--- config.mk ---
export PLATFORM = sky130hd
export DESIGN_NAME = fetch_unit
export DESIGN_NICKNAME = d
export VERILOG_FILES = /design/src/rtl/fetch_unit.sv
export SDC_FILE = /design/constraint.sdc
export NUM_CORES = 1
export LEC_CHECK = 0
export BUFFER_PORTS_ARGS = -buffer_cell sky130_fd_sc_hd__clkbuf_2
export CORE_ASPECT_RATIO = 1.1
export CORE_MARGIN = 3
export CORE_UTILIZATION = 40
export DETAILED_ROUTE_END_ITERATION = 10
export PLACE_DENSITY = 0.67
export SLEW_MARGIN = 30
export SYNTH_ARGS = -nofsm -noshare
export SYNTH_HDL_FRONTEND = slang
export SYNTH_SLANG_ARGS = --single-unit
--- constraint.sdc ---
create_clock -name clk -period 2.55 [get_ports clk]
set_clock_uncertainty 0.15 [all_clocks]
set_input_delay 0.1275 -clock clk [delete_from_list [all_inputs] [get_ports clk]]
set_output_delay 0.1275 -clock clk [all_outputs]
set_load 0.05 [all_outputs]
--- src/rtl/fetch_unit.sv ---
// fetch_unit: PC register, redirect handling and the IF/ID pipeline register.
// Optional sentinel halt detection is compiled in with FETCH_HALT_DETECT_EN.
module fetch_unit #(
  parameter logic [31:0] RESET_PC = 32'h00000000
) (
  input  logic        clk,
  input  logic        reset,
  input  logic        stall,
  input  logic        branch_taken,
  input  logic [31:0] branch_target,
  input  logic        jump,
  input  logic [25:0] jump_index,
  input  logic [31:0] instr_in,
  output logic [31:0] pc_address,
  output logic [31:0] if_id_instr,
  output logic [31:0] if_id_pc_plus4,
  output logic        if_id_valid,
  output logic        halted,
  output logic [31:0] fetch_count
);

  typedef enum logic {
    ST_RUN,
    ST_HALTED
  } state_t;

  state_t      state_q, state_d;
  logic [31:0] pc_q, pc_d;
  logic [31:0] instr_q, instr_d;
  logic [31:0] pc_plus4_q, pc_plus4_d;
  logic [31:0] count_q, count_d;
  logic        valid_q, valid_d;
  logic [31:0] pc_plus4;
  logic        sentinel_hit;

  // 32-bit add wraps naturally from FFFFFFFC to 0
  assign pc_plus4 = pc_q + 32'd4;

`ifdef FETCH_HALT_DETECT_EN
  assign sentinel_hit = (instr_in == '1);
`else
  assign sentinel_hit = 1'b0;
`endif

  // State register; reset overrides every other request in the same cycle
  always_ff @(posedge clk) begin
    if (reset) begin
      state_q    <= ST_RUN;
      pc_q       <= RESET_PC;
      instr_q    <= '0;
      pc_plus4_q <= '0;
      valid_q    <= 1'b0;
      count_q    <= '0;
    end else begin
      state_q    <= state_d;
      pc_q       <= pc_d;
      instr_q    <= instr_d;
      pc_plus4_q <= pc_plus4_d;
      valid_q    <= valid_d;
      count_q    <= count_d;
    end
  end

  // Next-state: branch > jump > halted hold > stall > sentinel > advance
  always_comb begin
    state_d    = state_q;
    pc_d       = pc_q;
    instr_d    = instr_q;
    pc_plus4_d = pc_plus4_q;
    valid_d    = valid_q;
    count_d    = count_q;
    if (branch_taken) begin
      // Masking keeps the target word-aligned
      pc_d    = branch_target & 32'hFFFF_FFFC;
      instr_d = '0;
      valid_d = 1'b0;
      state_d = ST_RUN;
    end else if (jump) begin
      // Region bits come from the PC+4 of the jump sitting in IF/ID
      pc_d    = {pc_plus4_q[31:28], jump_index, 2'b00};
      instr_d = '0;
      valid_d = 1'b0;
      state_d = ST_RUN;
    end else if (state_q == ST_HALTED) begin
      valid_d = 1'b0;
    end else if (stall) begin
      // hold everything
    end else if (sentinel_hit) begin
      state_d = ST_HALTED;
      instr_d = '0;
      valid_d = 1'b0;
    end else begin
      pc_d       = pc_plus4;
      instr_d    = instr_in;
      pc_plus4_d = pc_plus4;
      valid_d    = 1'b1;
      count_d    = count_q + 32'd1;
    end
  end

  // Outputs come straight from registers
  always_comb begin
    pc_address     = pc_q;
    if_id_instr    = instr_q;
    if_id_pc_plus4 = pc_plus4_q;
    if_id_valid    = valid_q;
    fetch_count    = count_q;
`ifdef FETCH_HALT_DETECT_EN
    halted         = (state_q == ST_HALTED);
`else
    halted         = 1'b0;
`endif
  end

endmodule
==> flow_summary.ini <==
[logic_synthesis]
async_reset_ff_frac = 0
ys_warn_count = 0
synth_top_cell_by_area = dfxtp_1
ys_seq_area_frac = 0.409
synth-seq-cells = 125
synth_most_common_cell = dfxtp_1
synthFlopType = dfxtp_1
synth_edf_count = 0
yosys-top-cells-area = dfxtp_1, nor2_1, mux2i_1
synthTopCellsByCount = dfxtp_1, nor2_1, nand2_1
synth_top_area_frac = 0.409
synthCells = 732
ys_types = 59
syn_area_um2 = 6120
avgSynthCellArea_um2 = 8.36

[global_route]
grt_pass1_vias = 6366
grt_max_degree = 40
gr-total-overflow = 0
grt_pass1_wl_um = 33200
grt_use_total = 0.251
antenna_found_initial = 0

[worst_setup_path]
worstPathArrival_ps = 2590
reg2reg_slack_ps = 170
worstRegToRegCells = 6
critPathMaxFanout = 12
crit_type = flip-flop to flip-flop
crit_required_ps = 2760
r2r_start = pc_address[5]
start_kind = flip-flop
worstReg2RegEnd = pc_address[23]
end_kind = flip-flop

[worst_hold_path]
hold_path_end = pc_address[22]
hold_class = primary input to flip-flop
whs_path_depth = 5
hp-start = branch_target[22]

[run]
drv_cap = 0

[power]
ir_drop_mv = 0.385
leakagePower_nw = 3.71
power_density_nw_per_um2 = 620

[floorplanning]
core_um2 = 14700
rows = 46
io_pins = 225
die_w_um = 124
dieHeight_um = 136
die_area_um2 = 16800
start_util = 0.417

[sta]
tightest_slew_ps = 644
hold_violations = 0
min_period_ps = 2380
min_period_over_period = 0.934
slew_headroom = 0.569
fmax_ghz = 0.420
slew_violations = 0
rsz0062_at_grt = no
timing.setup.tns_ps = 0
setup_violations = 0

[cts]
cts_tree = done
clk_latency_ps = 420
cts_sinks = 125
h-tree-depth = 4
cts-root-buf = clkbuf_16
clk_pin_slew_ps = 60
cts_buffer_depth = 2
cts_buffers = 17

[final_layout]
fill_cells = 1278
antenna_cells = 0
area_growth_pct = 45.1
drive_gt1_frac = 0.299
instances_no_fill = 1233
fin_nets = 1125

[routing]
drt_wl_total_um = 20900
post_drt_wl_per_cell_um = 17.0
via_count = 6512
drtIter0Drc = 383
drtPass1Iterations = 5
drc = 0
viasPerCell = 5.28
ant_nets = 0

[place]
place.gp.congestion = 0.880
dpl.hpwl_um = 14700
numPortBuffers = 217
place_inst = 1122

[run_status]
outcome = completed
==> area by class of cell <==
cell class	count	area [um2]	share of cell area
Clock inverter	12	145	0.0164
Multi-Input combinational cell	536	3340	0.376
Tap cell	192	240	0.0271
Clock buffer	20	447	0.0503
Sequential cell	125	2520	0.284
Inverter	21	78.8	0.00888
Timing Repair Buffer	327	2110	0.238
==> worst max-delay path, stage by stage (launching register included) <==
cell	delay, ps
dfxtp_2	400
nand4_2	100
or4_4	640
nor4_1	210
o32ai_1	120
o22ai_1	130
dlygate4sd3_1	550
==> per-layer routing <==
layer  routed length (um)  vias up  part of all wire  GRT usage
met3                 1860       30             0.089     0.0840
met1                 8850     3032              0.42      0.311
li1                     -     3210                 -          -
met5                    0        -                 0          0
met2                 9920      240              0.47      0.413
met4                  295        0             0.014     0.0724
==> cells by family (layout without fill, tap and decap cells) <==
logic type / after synthesis / count (layout) / synth area share
compound gates: 147 / 147 / 0.161
xor+xnor: 55 / 55 / 0.0787
fa+ha+maj: 2 / 2 / 0.00409
buf+inv: 75 / 380 / 0.0513
flops: 125 / 125 / 0.409
mux: 36 / 36 / 0.0589
other cells: 1 / 5 / 0.000613
simple gates: 291 / 291 / 0.237
==> worst max-delay path by stage <==
stage,startpoint,endpoint,slack [ps]
floorplan,pc_address[14],if_id_pc_plus4[21],0.2
global placement,pc_address[7],if_id_pc_plus4[31],300
detailed placement,pc_address[2],pc_address[30],270
CTS,pc_address[9],pc_address[23],160
global route,pc_address[2],pc_address[10],40
finish,pc_address[5],pc_address[23],170
==> cells in the final DEF, fill, tap and decap left out, types with 4 or more instances in the layout <==
| cell | count |
|---|---|
| a21oi_1 | 34 |
| a22oi_1 | 8 |
| nand3_1 | 21 |
| clkbuf_16 | 17 |
| xnor2_1 | 35 |
| xor2_1 | 20 |
| dfxtp_2 | 11 |
| and4_1 | 8 |
| nor3_1 | 25 |
| dlygate4sd3_1 | 79 |
| clkinvlp_4 | 4 |
| nand4_1 | 16 |
| clkbuf_2 | 216 |
| o22ai_1 | 12 |
| nor2_1 | 116 |
| buf_4 | 31 |
| or2_2 | 4 |
| nand2_1 | 43 |
| a221oi_1 | 4 |
| and3_1 | 4 |
| clkinv_2 | 5 |
| o211ai_1 | 4 |
| dfxtp_1 | 114 |
| nor2b_1 | 5 |
| conb_1 | 5 |
| or3_1 | 14 |
| mux2i_1 | 36 |
| inv_1 | 20 |
| nor4_1 | 16 |
| a211oi_1 | 35 |
| o21ai_0 | 24 |
==> sequential cells by signal (all words and copies together), names as in the netlist <==
register / cells
if_id_valid: 1
fetch_count: 32
pc_address: 30
if_id_instr: 32
if_id_pc_plus4: 30
==> stage by stage <==
stage               setup WS [ps]  hold WS, ps  power, mW  instance area, um2   util
global route                 42.6         41.9       5.71                8870  0.605
global placement              297          206       2.95                7480  0.510
floorplan                   0.181          115       2.70                6150      -
finish                        168         14.7       5.50                8870  0.605
detailed placement            271          214       2.96                7480  0.510
CTS                           157         4.10       5.52                8860  0.604
==> repair_timing <==
action                                  in CTS  in global routing
hold endpoints to repair                    59                  0
setup buffers                                0                  0
hold buffers                                79                  0
gates resized for setup                      0                  2
endpoints found under the setup margin       0                  3
==> where the power goes <==
part	leakage [nW]	internal [mW]	switching [mW]	total, mW
combinational	2.41	0.339	0.583	0.922
sequential	1.02	2.03	0.0778	2.11
clock	0.282	1.55	0.923	2.47
total	3.71	3.92	1.58	5.50
Note: power is estimated with default switching activity, not from simulation.
